--- src/rtl/mem_bus_arbiter_if.sv ---
// rtl/mem_bus_arbiter_if.sv - shared memory port bundle: IFU, LSU, arbiter and memory slave
interface mem_bus_arbiter_if #(
  parameter int AW = 32,
  parameter int DW = 32
);
  logic            m0_req_valid;
  logic            m0_req_ready;
  logic [AW-1:0]   m0_addr;
  logic            m0_resp_valid;
  logic [DW-1:0]   m0_rdata;
  logic            m0_resp_err;

  logic            m1_req_valid;
  logic            m1_req_ready;
  logic [AW-1:0]   m1_addr;
  logic            m1_wen;
  logic [DW-1:0]   m1_wdata;
  logic [DW/8-1:0] m1_wstrb;
  logic            m1_resp_valid;
  logic [DW-1:0]   m1_rdata;
  logic            m1_resp_err;

  logic            s_req_valid;
  logic            s_req_ready;
  logic [AW-1:0]   s_addr;
  logic            s_wen;
  logic [DW-1:0]   s_wdata;
  logic [DW/8-1:0] s_wstrb;
  logic            s_resp_valid;
  logic [DW-1:0]   s_rdata;

  // master is the arbiter's view; slave is the requesters and memory around it
  modport master (
    input  m0_req_valid, m0_addr,
    input  m1_req_valid, m1_addr, m1_wen, m1_wdata, m1_wstrb,
    input  s_req_ready, s_resp_valid, s_rdata,
    output m0_req_ready, m0_resp_valid, m0_rdata, m0_resp_err,
    output m1_req_ready, m1_resp_valid, m1_rdata, m1_resp_err,
    output s_req_valid, s_addr, s_wen, s_wdata, s_wstrb
  );

  modport slave (
    output m0_req_valid, m0_addr,
    output m1_req_valid, m1_addr, m1_wen, m1_wdata, m1_wstrb,
    output s_req_ready, s_resp_valid, s_rdata,
    input  m0_req_ready, m0_resp_valid, m0_rdata, m0_resp_err,
    input  m1_req_ready, m1_resp_valid, m1_rdata, m1_resp_err,
    input  s_req_valid, s_addr, s_wen, s_wdata, s_wstrb
  );
endinterface

--- src/rtl/mem_bus_arbiter.sv ---
// rtl/mem_bus_arbiter.sv - two-master single-outstanding arbiter for the data-memory port
// IFU (m0, read-only) and LSU (m1) share one slave; one transaction in flight, optional timeout.
module mem_bus_arbiter #(
  parameter int AW      = 32,
  parameter int DW      = 32,
  parameter int RR      = 0,
  parameter int TIMEOUT = 255
) (
  input  logic               clk,
  input  logic               rst,
  mem_bus_arbiter_if.master  bus,
  output logic               busy
);

  typedef enum logic [1:0] {IDLE, REQ, RESP} state_t;

  localparam int TW = (TIMEOUT > 2) ? $clog2(TIMEOUT) : 1;
  localparam int TO_LAST = (TIMEOUT > 0) ? TIMEOUT - 1 : 0;
  localparam logic [TW-1:0] TO_LAST_W = TW'(TO_LAST);

  state_t          state;
  logic            grant;
  logic            last_grant;
  logic [TW-1:0]   tcnt;
  logic [AW-1:0]   s_addr_q;
  logic            s_wen_q;
  logic [DW-1:0]   s_wdata_q;
  logic [DW/8-1:0] s_wstrb_q;

  logic any_valid;
  logic winner;
  logic in_resp;
  logic timeout_hit;
  logic resp_hit;

  always_comb begin
    any_valid = bus.m0_req_valid | bus.m1_req_valid;
    winner    = bus.m1_req_valid;
    if (bus.m0_req_valid && bus.m1_req_valid && RR != 0)
      winner = ~last_grant;
    in_resp     = (state == RESP) && !rst;
    // a real response in the last allowed cycle beats the timeout
    timeout_hit = (TIMEOUT != 0) && in_resp && !bus.s_resp_valid && (tcnt == TO_LAST_W);
    resp_hit    = in_resp && (bus.s_resp_valid || timeout_hit);
  end

  assign bus.m0_req_ready  = (state == IDLE) && !rst && any_valid && !winner;
  assign bus.m1_req_ready  = (state == IDLE) && !rst && winner;

  assign bus.m0_resp_valid = resp_hit && !grant;
  assign bus.m0_resp_err   = timeout_hit && !grant;
  assign bus.m0_rdata      = (in_resp && !grant && !timeout_hit) ? bus.s_rdata : '0;
  assign bus.m1_resp_valid = resp_hit && grant;
  assign bus.m1_resp_err   = timeout_hit && grant;
  assign bus.m1_rdata      = (in_resp && grant && !timeout_hit) ? bus.s_rdata : '0;

  assign bus.s_req_valid   = (state == REQ);
  assign bus.s_addr        = s_addr_q;
  assign bus.s_wen         = s_wen_q;
  assign bus.s_wdata       = s_wdata_q;
  assign bus.s_wstrb       = s_wstrb_q;
  assign busy              = (state != IDLE);

  always_ff @(posedge clk) begin
    if (rst) begin
      state      <= IDLE;
      grant      <= 1'b0;
      last_grant <= 1'b0;
      tcnt       <= '0;
      s_addr_q   <= '0;
      s_wen_q    <= 1'b0;
      s_wdata_q  <= '0;
      s_wstrb_q  <= '0;
    end else begin
      case (state)
        IDLE: begin
          if (any_valid) begin
            grant      <= winner;
            last_grant <= winner;
            s_addr_q   <= winner ? bus.m1_addr : bus.m0_addr;
            s_wen_q    <= winner && bus.m1_wen;
            s_wdata_q  <= winner ? bus.m1_wdata : '0;
            s_wstrb_q  <= (winner && bus.m1_wen) ? bus.m1_wstrb : '0;
            state      <= REQ;
          end
        end
        REQ: begin
          if (bus.s_req_ready) begin
            tcnt  <= '0;
            state <= RESP;
          end
        end
        RESP: begin
          if (bus.s_resp_valid || timeout_hit)
            state <= IDLE;
          else if (TIMEOUT != 0)
            tcnt <= tcnt + 1'b1;
        end
        default: state <= IDLE;
      endcase
    end
  end

endmodule

--- src/flat_wrapper.sv ---
// flat-port wrapper written by rule: the top's interface ports become plain ports
module mem_bus_arbiter_flat 
#(
  parameter int AW      = 32,
  parameter int DW      = 32,
  parameter int RR      = 0,
  parameter int TIMEOUT = 255
)
  (clk, rst, busy, bus_m0_req_valid, bus_m0_addr, bus_m1_req_valid, bus_m1_addr, bus_m1_wen, bus_m1_wdata, bus_m1_wstrb, bus_s_req_ready, bus_s_resp_valid, bus_s_rdata, bus_m0_req_ready, bus_m0_resp_valid, bus_m0_rdata, bus_m0_resp_err, bus_m1_req_ready, bus_m1_resp_valid, bus_m1_rdata, bus_m1_resp_err, bus_s_req_valid, bus_s_addr, bus_s_wen, bus_s_wdata, bus_s_wstrb);
  mem_bus_arbiter_if #(.AW(AW), .DW(DW)) bus_i ();
  input  logic clk;
  input  logic rst;
  output logic busy;
  input wire logic [$bits(bus_i.m0_req_valid)-1:0] bus_m0_req_valid;
  input wire logic [$bits(bus_i.m0_addr)-1:0] bus_m0_addr;
  input wire logic [$bits(bus_i.m1_req_valid)-1:0] bus_m1_req_valid;
  input wire logic [$bits(bus_i.m1_addr)-1:0] bus_m1_addr;
  input wire logic [$bits(bus_i.m1_wen)-1:0] bus_m1_wen;
  input wire logic [$bits(bus_i.m1_wdata)-1:0] bus_m1_wdata;
  input wire logic [$bits(bus_i.m1_wstrb)-1:0] bus_m1_wstrb;
  input wire logic [$bits(bus_i.s_req_ready)-1:0] bus_s_req_ready;
  input wire logic [$bits(bus_i.s_resp_valid)-1:0] bus_s_resp_valid;
  input wire logic [$bits(bus_i.s_rdata)-1:0] bus_s_rdata;
  output wire logic [$bits(bus_i.m0_req_ready)-1:0] bus_m0_req_ready;
  output wire logic [$bits(bus_i.m0_resp_valid)-1:0] bus_m0_resp_valid;
  output wire logic [$bits(bus_i.m0_rdata)-1:0] bus_m0_rdata;
  output wire logic [$bits(bus_i.m0_resp_err)-1:0] bus_m0_resp_err;
  output wire logic [$bits(bus_i.m1_req_ready)-1:0] bus_m1_req_ready;
  output wire logic [$bits(bus_i.m1_resp_valid)-1:0] bus_m1_resp_valid;
  output wire logic [$bits(bus_i.m1_rdata)-1:0] bus_m1_rdata;
  output wire logic [$bits(bus_i.m1_resp_err)-1:0] bus_m1_resp_err;
  output wire logic [$bits(bus_i.s_req_valid)-1:0] bus_s_req_valid;
  output wire logic [$bits(bus_i.s_addr)-1:0] bus_s_addr;
  output wire logic [$bits(bus_i.s_wen)-1:0] bus_s_wen;
  output wire logic [$bits(bus_i.s_wdata)-1:0] bus_s_wdata;
  output wire logic [$bits(bus_i.s_wstrb)-1:0] bus_s_wstrb;
  assign bus_i.m0_req_valid = bus_m0_req_valid;
  assign bus_i.m0_addr = bus_m0_addr;
  assign bus_i.m1_req_valid = bus_m1_req_valid;
  assign bus_i.m1_addr = bus_m1_addr;
  assign bus_i.m1_wen = bus_m1_wen;
  assign bus_i.m1_wdata = bus_m1_wdata;
  assign bus_i.m1_wstrb = bus_m1_wstrb;
  assign bus_i.s_req_ready = bus_s_req_ready;
  assign bus_i.s_resp_valid = bus_s_resp_valid;
  assign bus_i.s_rdata = bus_s_rdata;
  assign bus_m0_req_ready = bus_i.m0_req_ready;
  assign bus_m0_resp_valid = bus_i.m0_resp_valid;
  assign bus_m0_rdata = bus_i.m0_rdata;
  assign bus_m0_resp_err = bus_i.m0_resp_err;
  assign bus_m1_req_ready = bus_i.m1_req_ready;
  assign bus_m1_resp_valid = bus_i.m1_resp_valid;
  assign bus_m1_rdata = bus_i.m1_rdata;
  assign bus_m1_resp_err = bus_i.m1_resp_err;
  assign bus_s_req_valid = bus_i.s_req_valid;
  assign bus_s_addr = bus_i.s_addr;
  assign bus_s_wen = bus_i.s_wen;
  assign bus_s_wdata = bus_i.s_wdata;
  assign bus_s_wstrb = bus_i.s_wstrb;
  mem_bus_arbiter #(.AW(AW), .DW(DW), .RR(RR), .TIMEOUT(TIMEOUT)) u_core (.clk(clk), .rst(rst), .bus(bus_i), .busy(busy));
endmodule
--- config.mk ---
export PLATFORM = sky130hd
export DESIGN_NAME = mem_bus_arbiter_flat
export DESIGN_NICKNAME = d
export VERILOG_FILES = /design/src/rtl/mem_bus_arbiter_if.sv /design/src/rtl/mem_bus_arbiter.sv /design/src/flat_wrapper.sv
export SDC_FILE = /design/constraint.sdc
export NUM_CORES = 1
export LEC_CHECK = 0
export ABC_AREA = 1
export CORE_AREA = 10 10 103 123
export CTS_CLUSTER_SIZE = 12
export DETAILED_ROUTE_END_ITERATION = 7
export DIE_AREA = 0 0 113 133
export GPL_ROUTABILITY_DRIVEN = 1
export PLACE_DENSITY = 0.9
export SLEW_MARGIN = 25
export SYNTH_ARGS = -nofsm -noshare
export SYNTH_HDL_FRONTEND = slang
export SYNTH_SLANG_ARGS = --single-unit
--- constraint.sdc ---
create_clock -name clk -period 5 [get_ports clk]
set_input_delay 1.5 -clock clk [delete_from_list [all_inputs] [get_ports clk]]
set_output_delay 1.5 -clock clk [all_outputs]
set_load 0.02 [all_outputs]
== Yosys cells after proc, flatten, opt, wreduce, memory -nomap -nowiden ==
Cells that the tools add are included.

* Bits in latches: 0
* Memories: 0
* Memory bits (read-only): 0
* Input port bits: 139
* Output and inout port bits: 141
* Logic and storage cells: 57
* Memory bits (writable): 0
* Bits in registers: 80

* Bitwise gates (word level): 1
* $lt $le $gt $ge: 0
* Reductions and logical operators: 29
* Add/sub/neg operators: 1
* Mux-type cells: 12
* Shift-type cells: 0
* $mul: 0
* Div/mod/pow operators: 0
* Equality and inequality tests: 7

{| class="wikitable"
|+ Operators by type and width
! cell !! number
|-
| 2-to-1 mux 32 bit || 4
|-
| logical AND 1 bit || 17
|-
| 2-to-1 mux 8 bit || 2
|-
| one-hot mux 8 bit (2 select lines) || 1
|-
| adder 8 x 1 -> 8 bit, second input constant || 1
|-
| equality test 8 bit, second input constant || 1
|-
| 2-to-1 mux 2 bit || 3
|-
| inequality test 2 bit, second input constant || 3
|-
| one-hot mux 2 bit (3 select lines) || 1
|-
| AND reduction 3 bit || 2
|-
| logical NOT 1 bit || 5
|-
| 2-to-1 mux 4 bit || 1
|-
| nonzero test 2 bit || 2
|-
| equality test 2 x 1 -> 1 bit, second input constant || 1
|-
| equality test 2 bit, second input constant || 1
|-
| logical NOT 2 bit || 1
|-
| inequality test 2 x 1 -> 1 bit, second input constant || 1
|-
| AND reduction 2 bit || 1
|-
| logical OR 1 bit || 1
|-
| bitwise OR 1 bit || 1
|}

== Longest topological paths before layout ==
Gate-level depths: netlist of the first run.

* Word-level depth: 7
* Gate-level depth with buffers: 10
* Gate-level depth less buffers: 10

== Least setup slack after synthesis of the first run ==
No wires, ideal clock.

* Kind: input to output
* Start: input bus_m1_req_valid
* End: output bus_m0_req_ready
* Buffers on the path: 2
* Cell stages on the path: 3
* Data required time: 3.500 ns
* Slack: 1.131 ns
* Data arrival time: 2.369 ns
* Cells stage by stage: buf_2 > clkbuf_1 > nor3_1

* Longest elaborated chain between the ends: 3
* Elaborated cells between the ends (all ways): 4
* Those cells by class: bitwise (1); reduce/logical (3)

{| class="wikitable"
|+ RTL lines
! what !! line !! source
|-
| start, declared || flat_wrapper.sv:16 || <nowiki>input wire logic [$bits(bus_i.m1_req_valid)-1:0] bus_m1_req_valid;</nowiki>
|-
| bitwise OR 1 bit || mem_bus_arbiter.sv:37 || <nowiki>any_valid = bus.m0_req_valid | bus.m1_req_valid;</nowiki>
|-
| logical AND 1 bit || mem_bus_arbiter.sv:47 || <nowiki>assign bus.m0_req_ready = (state == IDLE) && !rst && any_valid && !winner;</nowiki>
|-
| logical AND 1 bit * || mem_bus_arbiter.sv:47 ||
|-
| end, declared || flat_wrapper.sv:24 || <nowiki>output wire logic [$bits(bus_i.m0_req_ready)-1:0] bus_m0_req_ready;</nowiki>
|}

Every way passes the cells marked *; elsewhere a longest branch is shown, timed or not.

== Worst setup path after layout of the first run ==
* Start: input rst
* End: output bus_m0_rdata[0]

* Longest elaborated chain between the ends: 7
* Elaborated cells between the ends (all ways): 8
* Those cells by class: mux (1); reduce/logical (7)

{| class="wikitable"
|+ RTL lines
! what !! line !! source
|-
| start, declared || flat_wrapper.sv:12 || <nowiki>input logic rst;</nowiki>
|-
| logical NOT 1 bit * || mem_bus_arbiter.sv:41 || <nowiki>in_resp = (state == RESP) && !rst;</nowiki>
|-
| logical AND 1 bit * || mem_bus_arbiter.sv:41 ||
|-
| logical AND 1 bit (2 in series) || mem_bus_arbiter.sv:43 || <nowiki>timeout_hit = (TIMEOUT != 0) && in_resp && !bus.s_resp_valid && (tcnt == TO_LAST_W);</nowiki>
|-
| logical NOT 1 bit || mem_bus_arbiter.sv:52 || <nowiki>assign bus.m0_rdata = (in_resp && !grant && !timeout_hit) ? bus.s_rdata : '0;</nowiki>
|-
| logical AND 1 bit * || mem_bus_arbiter.sv:52 ||
|-
| 2-to-1 mux 32 bit * || mem_bus_arbiter.sv:52 ||
|-
| end, declared || flat_wrapper.sv:26 || <nowiki>output wire logic [$bits(bus_i.m0_rdata)-1:0] bus_m0_rdata;</nowiki>
|}

Marks and branches as above.

==> results.md, run 1 <==
- Outcome: finished, final reports clean
- Clk sinks: 80
- Seq/Total Area, Yosys: 43.33%
- Overflow left after global routing: 0
- Via density: 4.811
- Register-to-Register Path Depth: 6
- CP Capture Type: output pin
- Synth top area share: 43.33%
- Initial antenna violation count: 1
- VDD IR-drop max: 0.0002590 V
- Clock Power Share: 37.3%
- Die Area: 15,030 µm²
- Max-cap violations: 0
- Via count: 4,431
- Final wirelength: 15,680 µm
- CTS tree: done
- Startpoint types: input pin
- Die X: 113 µm
- Pin count of the biggest net entering global routing: 69
- P per Cell Area: 273.5 nW/µm²
- Slowest stage delay, CP: 630 ps
- Switching Fraction: 27.30%
- DRT Pass-1 Iters: 5
- Metal3 WL: 2054 µm
- Power Internal: 1.375 mW
- Synthesized area: 3696 µm²
- Slew Viols, Final: 0
- CP max-delay cell: clkdlybuf4s50_1
- Post-detail-place hpwl: 12,510 µm
- Synth area leader: dfxtp_1
- Largest cells by area after synthesis: dfxtp_1 (43%), nor2_1 (12%), a21oi_1 (10%)
- Placement Rows: 41
- Crit path to: bus_m0_rdata[0]
- Post-route insts no fill: 921
- Worst hold path class: reg -> reg
- Sequential power share: 37.9%
- Dpl cells: 904
- Vias in the first global route: 4,414
- FF+latch count, synth: 80
- Combinational share of power: 24.8%
- Minimum clock period after layout: 4857 ps
- P_sw: 0.5163 mW
- Total Nets Final: 927
- Proportion of synthesized flip-flops having asynchronous set or reset: 0%
- Synthesis warning total: 0
- Share of cells above drive strength 1: 4.298%
- Relative slew slack: 40.85%
- Synth cell count leaders: nor2_1 (116), inv_1 (81), dfxtp_1 (80)
- Reg clk slew, reported paths: 60 ps
- Syn Inst Count: 523
- First-pass GRT wire length: 24,190 µm
- Met2 WL post-DR: 7649 µm
- Post-Syn Nets: 664
- Fillers: 834
- Residual DRC: 0
- DP Worst Slack: 88.70 ps
- H-tree depth: 3
- Post-synthesis cell type count: 22
- Final worst slack: 143.2 ps
- Critical R2R Launch: u_core.state[1]
- Final hold vios: 0
- Fin crit share: 97.14%
- Clock root buffer: clkbuf_16
- Critical Path RT: 3500 ps
- Unrepaired setup endpoints after global routing: no
- Gr usage total: 19.98%
- Area growth, synth to finish: 87.10%
- Arr. time, crit path: 3360 ps
- Port bufs: 279
- Final Util: 67.07%
- Avg WL per Cell: 17.03 µm
- Worst slew pin tran: 885.9 ps
- Avg Cell Area, Syn: 7.067 µm²
- Final ANT Viol Nets: 0
- Number of synthesized flops with an enable pin: 0
- Post-Route M1 WL: 5703 µm
- Worst Setup SP: rst
- Flop2flop setup slack: 2620 ps
- Initial Util: 35.85%
- Ports: 280
- Top FF cell, synth: dfxtp_1
- Most frequent cell after synthesis: nor2_1
- Highest fanout seen on the critical path: 32
- Clock Skew: 5.201 ps
- DR top layer: met4
- Die Height: 133 µm
- Core region area: 10,310 µm²
- Longest Clk Path Bufs: 2
- Leakage dissipation: 2.925 nW
- Later-pin clock latency in the skew report: 330 ps
- Crit path kind: in -> out
- Maximum clock frequency: 205.9 MHz
- Final Setup Violations: 0
- DR iter-0 viols: 307
- Cell Chain, Critical Path: clkdlybuf4s50_1 -> inv_2 -> nand3_2 -> nor2_1 -> nand2_2 -> nand3_1 -> buf_12 -> nor2_1 -> clkdlybuf4s50_1
- Setup TNS: 0 ps
- Routability cong.: 0.8495
- CTS buffer count: 9
- Reg2reg end: u_core.bus.s_addr[14]
==> area by class of cell <==
type | count | area [µm²] | area share [%]
Antenna cell | 1 | 2.502 | 0.03619
Clock buffer | 10 | 239.0 | 3.456
Clock inverter | 6 | 82.58 | 1.194
Inverter | 84 | 315.3 | 4.559
Multi-Input combinational cell | 325 | 1645 | 23.79
Sequential cell | 80 | 1602 | 23.16
Tap cell | 129 | 161.4 | 2.334
Timing Repair Buffer | 286 | 2868 | 41.47
==> sequential cells by signal, indices dropped and copies added, names as in the netlist <==
signal,flops
u_core.bus.s_addr,32
u_core.bus.s_wdata,32
u_core.tcnt,8
u_core.bus.s_wstrb,4
u_core.state,2
u_core.bus.s_wen,1
u_core.grant,1
==> repair_timing <==
action	in CTS	in global routing
hold buffers	0	0
setup endpoints to repair	0	1
gates resized for setup	0	1
hold endpoints to repair	0	0
buffers inserted	0	0
==> cell usage in the layout (no fill, tap or decap), types with 3 or more instances in the layout <==
cell             count
a21oi_1             76
a32o_1              32
buf_4                5
clkbuf_16            9
clkdlybuf4s50_1    277
clkinv_2             3
dfxtp_1             80
inv_1               81
inv_2                3
nand2_1             40
nand3_1             15
nor2_1             115
o21ai_0             27
o21ai_1              5
==> cell families (layout without fill, tap and decap cells) <==
logic type	after synthesis	in the layout	synth area share, %
fa+ha+maj	2	2	0.6769
flops	80	80	43.33
buf+inv	118	386	12.53
compound gates	143	143	23.83
other cells	0	1	0
simple gates	180	180	19.63
==> power groups by stage <==
| stage | sequential (mW) | clock (mW) | combinational, mW |
|---|---|---|---|
| after floorplan | 0.790 | 0 | 0.144 |
| after global placement | 0.727 | 0 | 0.466 |
| after detailed placement | 0.730 | 0 | 0.471 |
| after CTS | 0.717 | 0.721 | 0.474 |
| after global routing | 0.722 | 0.743 | 0.507 |
| final | 0.717 | 0.705 | 0.469 |
==> critical path: cells and delay by family <==
family,cells,cell delay (ps)
buffers and inverters,4,1370
and+or+nand+nor,5,510
==> worst min path at each step <==
| stage | from | endpoint | slack (ps) | cells after the start |
|---|---|---|---|---|
| after global routing | u_core.bus.s_wstrb[3] | u_core.bus.s_wstrb[3] | 490 | 2 |
| final | u_core.bus.s_wstrb[3] | u_core.bus.s_wstrb[3] | 470 | 2 |
| after detailed placement | u_core.bus.s_wen | u_core.bus.s_wen | 450 | 2 |
| after floorplan | u_core.tcnt[4] | u_core.tcnt[4] | 450 | 2 |
| after global placement | u_core.bus.s_wen | u_core.bus.s_wen | 450 | 2 |
| after CTS | u_core.bus.s_wen | u_core.bus.s_wen | 470 | 2 |
==> routing by layer <==
| layer | global-route usage, % | vias to the layer above |
|---|---|---|
| li1 | - | 2224 |
| met1 | 21.37 | 1953 |
| met2 | 32.88 | 236 |
| met3 | 10.49 | 18 |
| met4 | 6.780 | 0 |
| met5 | 0 | - |
==> stage by stage <==
stage                     cell area [µm²]  total power, mW  hold slack [ps]
after detailed placement             6589            1.202            452.6
after CTS                            6910            1.912            471.6
after floorplan                      3696           0.9337            451.7
final                                6915            1.891            469.5
after global placement               6589            1.194            454.4
after global routing                 6913            1.973            489.8
(Power assumes the default switching activity.)
==> inputs of run 2 (changes only) <==
--- a/config.mk
+++ b/config.mk
@@ -11,7 +11,7 @@
 export DETAILED_ROUTE_END_ITERATION = 7
 export DIE_AREA = 0 0 113 133
 export GPL_ROUTABILITY_DRIVEN = 1
-export PLACE_DENSITY = 0.9
+export PLACE_DENSITY = 0.85
 export SLEW_MARGIN = 25
 export SYNTH_ARGS = -nofsm -noshare
 export SYNTH_HDL_FRONTEND = slang
==> results.md, run 2 (synthesis results as in run 1) <==
- Outcome: finished, final reports clean
- Final worst slack: 97.04 ps
- Via density: 4.963
- Highest fanout seen on the critical path: 32
- Die Height: 133 µm
- Setup TNS: 0 ps
- Clock root buffer: clkbuf_16
- Fin crit share: 98.06%
- Unrepaired setup endpoints after global routing: no
- Crit path kind: in -> out
- Slew Viols, Final: 0
- CP max-delay cell: clkdlybuf4s50_1
- Post-detail-place hpwl: 13,100 µm
- Die X: 113 µm
- DR iter-0 viols: 285
- DP Worst Slack: 91.48 ps
- Final Setup Violations: 0
- CP Capture Type: output pin
- Final wirelength: 16,370 µm
- Port bufs: 279
- Critical Path RT: 3500 ps
- Max-cap violations: 0
- Pin count of the biggest net entering global routing: 69
- Clock Skew: 5.274 ps
- Minimum clock period after layout: 4903 ps
- Slowest stage delay, CP: 630 ps
- FF/Latch Area: 1602 µm²
- Avg WL per Cell: 17.75 µm
- CTS tree: done
- Area growth, synth to finish: 89.13%
- Cell Chain, Critical Path: clkdlybuf4s50_1 -> inv_2 -> nand3_2 -> nor2_1 -> nand2_2 -> nand3_1 -> buf_12 -> nor2_1 -> clkdlybuf4s50_1
- Multi-input gate area: 1645 µm²
- Leakage dissipation: 3.016 nW
- Hold Buf Count CTS: 0
- Gr usage total: 20.64%
- Later-pin clock latency in the skew report: 340 ps
- Maximum clock frequency: 204.0 MHz
- Final ANT Viol Nets: 0
- H-tree depth: 3
- CTS buffer count: 9
- Register-to-Register Path Depth: 6
- Startpoint types: input pin
- Arr. time, crit path: 3400 ps
- Clk sinks: 80
- Reg clk slew, reported paths: 60 ps
- Via count: 4,576
- Vias in the first global route: 4,651
- Worst hold path class: reg -> reg
- Initial antenna violation count: 1
- Routability cong.: 0.9255
- Commonest non-fill, non-tap cell in the layout: clkdlybuf4s50_1
- Relative slew slack: 41.39%
- Core region area: 10,310 µm²
- Total Nets Final: 928
- Placement Rows: 41
- Most frequent cells in the layout: clkdlybuf4s50_1 (273), nor2_1 (115), inv_1 (81)
- DRT Pass-1 Iters: 4
- Die Area: 15,030 µm²
- First-pass GRT wire length: 24,920 µm
- Worst Hold Depth: 2
- Overflow left after global routing: 0
- Final hold vios: 0
- Residual DRC: 0
- Fillers: 849
- Longest Clk Path Bufs: 2
- Worst slew pin tran: 877.8 ps
- Initial Util: 35.85%
- P per Cell Area: 291.3 nW/µm²
- Share of cells above drive strength 1: 4.419%
- Ports: 280
- VDD IR-drop max: 0.0002123 V
-- run 2: cell count changes in the layout (fill, tap and decap cells not counted), sizes merged --
| cell | change |
|---|---|
| buf | +2 |
| clkdlybuf4s50 | -4 |
| clkinv | -2 |
| bufinv | +3 |
| dlymetal6s2s | +3 |
| clkinvlp | -1 |
-- run 2: critical path: cells and delay by family --
family | cells | cell delay, ps
and+or+nand+nor | 5 | 540
buffers and inverters | 4 | 1370
-- run 2: through the flow --
| stage | cell area (µm²) | util, % | hold WS, ps | std cells | total power, mW |
|---|---|---|---|---|---|
| 6_report | 6990 | 67.80 | 462.5 | 922 | 2.036 |
| 5_1_grt | 6988 | 67.77 | 497.1 | 921 | 2.117 |
| 4_1_cts | 6978 | 67.67 | 468.1 | 921 | 2.054 |
| 3_5_place_dp | 6594 | 63.95 | 457.6 | 905 | 1.203 |
| 3_3_place_gp | 6594 | 63.95 | 458.7 | 905 | 1.191 |
| 2_1_floorplan | 3696 | - | 451.7 | 523 | 0.9337 |
-- run 2: layer usage --
layer | GRT usage, % | wire, µm | vias up
li1 | - | - | 2231
met4 | 8.192 | 444 | 0
met2 | 36.12 | 8109 | 254
met3 | 9.724 | 1926 | 31
met5 | 0 | 0 | -
met1 | 20.48 | 5885 | 2060
-- run 2: power breakdown --
part / leakage, nW / internal, mW / switching [mW]
Clock: 0.187 / 0.588 / 0.258
Combinational: 2.17 / 0.237 / 0.234
Sequential: 0.658 / 0.691 / 0.0285
Total: 3.02 / 1.52 / 0.521
-- run 2: worst paths after layout --
check | slack (ps) | endpoint | start
setup / recovery | 100 | bus_m0_rdata[13] | rst
hold / removal | 460 | u_core.bus.s_wstrb[0] | u_core.bus.s_wstrb[0]
setup reg to reg | 2720 | u_core.bus.s_addr[10] | u_core.state[1]
hold reg to reg | 460 | u_core.bus.s_wstrb[0] | u_core.bus.s_wstrb[0]
-- run 2: timing repair --
action | in CTS | in global routing
resized for setup | 0 | 4
buffers inserted | 0 | 0
endpoints found under the setup margin | 0 | 4
-- run 2: layout make-up --
| type | count | area share (%) |
|---|---|---|
| multi-input combinational | 325 | 23.54 |
| inverter | 84 | 4.510 |
| clock buffer | 10 | 3.275 |
| sequential | 80 | 22.91 |
| timing repair buffer | 287 | 41.20 |
| clock inverter | 6 | 2.219 |
| tap | 129 | 2.309 |
| antenna | 1 | 0.03580 |
==> inputs of run 3 (changes only) <==
--- a/config.mk
+++ b/config.mk
@@ -7,6 +7,7 @@
 export LEC_CHECK = 0
 export ABC_AREA = 1
 export CORE_AREA = 10 10 103 123
+export CTS_BUF_LIST = sky130_fd_sc_hd__clkbuf_4 sky130_fd_sc_hd__clkbuf_8 sky130_fd_sc_hd__clkbuf_16
 export CTS_CLUSTER_SIZE = 12
 export DETAILED_ROUTE_END_ITERATION = 7
 export DIE_AREA = 0 0 113 133
==> results.md, run 3 (synthesis results as in run 1) <==
- Port bufs: 279
- Longest Clk Path Bufs: 2
- Critical Path RT: 3500 ps
- Initial antenna violation count: 1
- CTS buffer count: 9
- Later-pin clock latency in the skew report: 340 ps
- Metal3 WL: 1861 µm
- Post-Route M1 WL: 5996 µm
- Residual DRC: 0
- Total Nets Final: 928
- Routability cong.: 0.9255
- Avg WL per Cell: 17.78 µm
- Worst slew pin tran: 880.7 ps
- DR iter-0 viols: 247
- Clk sinks: 80
- Pin count of the biggest net entering global routing: 69
- Critical R2R Launch: u_core.state[1]
- Most frequent cells in the layout: clkdlybuf4s50_1 (273), nor2_1 (115), inv_1 (81)
- Final ANT Viol Nets: 0
- Leakage dissipation: 3.019 nW
- Unrepaired setup endpoints after global routing: no
- Slew Viols, Final: 0
- Gr usage total: 20.68%
- Initial Util: 35.85%
- Crit path to: bus_m0_rdata[13]
- Postcts setup bufs: 0
- Commonest non-fill, non-tap cell in the layout: clkdlybuf4s50_1
- Hold Buf Count CTS: 0
- Relative slew slack: 41.20%
- Via count: 4,547
- Crit path kind: in -> out
- Worst Setup SP: rst
- Slowest stage delay, CP: 630 ps
- Fin crit share: 97.99%
- Post-route insts no fill: 922
- Overall power after layout: 2.042 mW
- Ports: 280
- Dpl cells: 905
- DR top layer: met4
- DRT Pass-1 Iters: 4
- CP max-delay cell: clkdlybuf4s50_1
- Cell Chain, Critical Path: clkdlybuf4s50_1 -> inv_2 -> nand3_2 -> nor2_1 -> nand2_2 -> nand3_1 -> buf_12 -> nor2_1 -> clkdlybuf4s50_1
- Setup TNS: 0 ps
- Via density: 4.932
- Arr. time, crit path: 3400 ps
- DP Worst Slack: 91.48 ps
- Minimum clock period after layout: 4900 ps
- Core region area: 10,310 µm²
- Die X: 113 µm
- CTS tree: done
- Outcome: finished, final reports clean
- Register-to-Register Path Depth: 6
- Vias in the first global route: 4,651
- Flop2flop setup slack: 2730 ps
- Share of cells above drive strength 1: 4.545%
- Overflow left after global routing: 0
- Worst hold path class: reg -> reg
- Final hold vios: 0
- Area growth, synth to finish: 89.23%
- Max-cap violations: 0
- Placement Rows: 41
- Final Setup Violations: 0
- Final wirelength: 16,390 µm
- Die Height: 133 µm
- P per Cell Area: 291.9 nW/µm²
- Post-detail-place hpwl: 13,100 µm
- Startpoint types: input pin
- VDD IR-drop max: 0.0002123 V
- Reg clk slew, reported paths: 60 ps
- Clock root buffer: clkbuf_16
- Highest fanout seen on the critical path: 32
- Clock Skew: 6.016 ps
- Met2 WL post-DR: 8127 µm
- Die Area: 15,030 µm²
- Fillers: 850
- CP Capture Type: output pin
- H-tree depth: 3
- Final worst slack: 100.4 ps
- Final Util: 67.83%
- Reg2reg end: u_core.bus.s_addr[10]
- First-pass GRT wire length: 24,940 µm
- Maximum clock frequency: 204.1 MHz
run 3: changes by cell type in the layout (fill, tap and decap cells not counted):
cell	change
clkbuf_1	-1
clkbuf_4	+1
run 3: repair_timing:
item                                   CTS  global route
endpoints found under the hold margin    0             0
gates resized for setup                  0             4
setup endpoints to repair                0             4
run 3: routing by layer:
metal,track usage [%],up-vias
met5,0,-
met4,8.192,0
met3,9.724,27
met2,36.25,226
met1,20.48,2060
li1,-,2234
run 3: where the power goes:
| group | leakage [nW] | switching (mW) | internal (mW) |
|---|---|---|---|
| Sequential | 0.658 | 0.0287 | 0.691 |
| Clock | 0.190 | 0.258 | 0.593 |
| Combinational | 2.17 | 0.234 | 0.237 |
run 3: per-stage QoR:
stage | instance area (µm²) | hold slack, ps
floorplan | 3696 | 451.7
finish | 6994 | 462.4
CTS | 6982 | 468.1
global placement | 6594 | 458.7
detailed placement | 6594 | 457.6
global route | 6992 | 497.1
run 3: area by class of cell:
cell class	count	area, µm²	share of cell area (%)
multi-input combinational	325	1645	23.52
inverter	84	315.3	4.508
antenna	1	2.502	0.03578
timing repair buffer	287	2880	41.18
clock buffer	10	232.7	3.327
tap	129	161.4	2.308
sequential	80	1602	22.90
clock inverter	6	155.1	2.218
run 3: worst min path at each step:
stage | startpoint | end | slack (ps) | cells past startpoint
2_1_floorplan | u_core.tcnt[4] | u_core.tcnt[4] | 450 | 2
5_1_grt | u_core.bus.s_wen | u_core.bus.s_wen | 500 | 2
4_1_cts | u_core.bus.s_wstrb[0] | u_core.bus.s_wstrb[0] | 470 | 2
6_report | u_core.bus.s_wstrb[0] | u_core.bus.s_wstrb[0] | 460 | 2
3_5_place_dp | u_core.bus.s_wen | u_core.bus.s_wen | 460 | 2
3_3_place_gp | u_core.bus.s_wen | u_core.bus.s_wen | 460 | 2
run 3: worst max-delay path: cells and delay by family:
family	cells	cell delay, ps
buf+inv	4	1370
simple gates	5	540
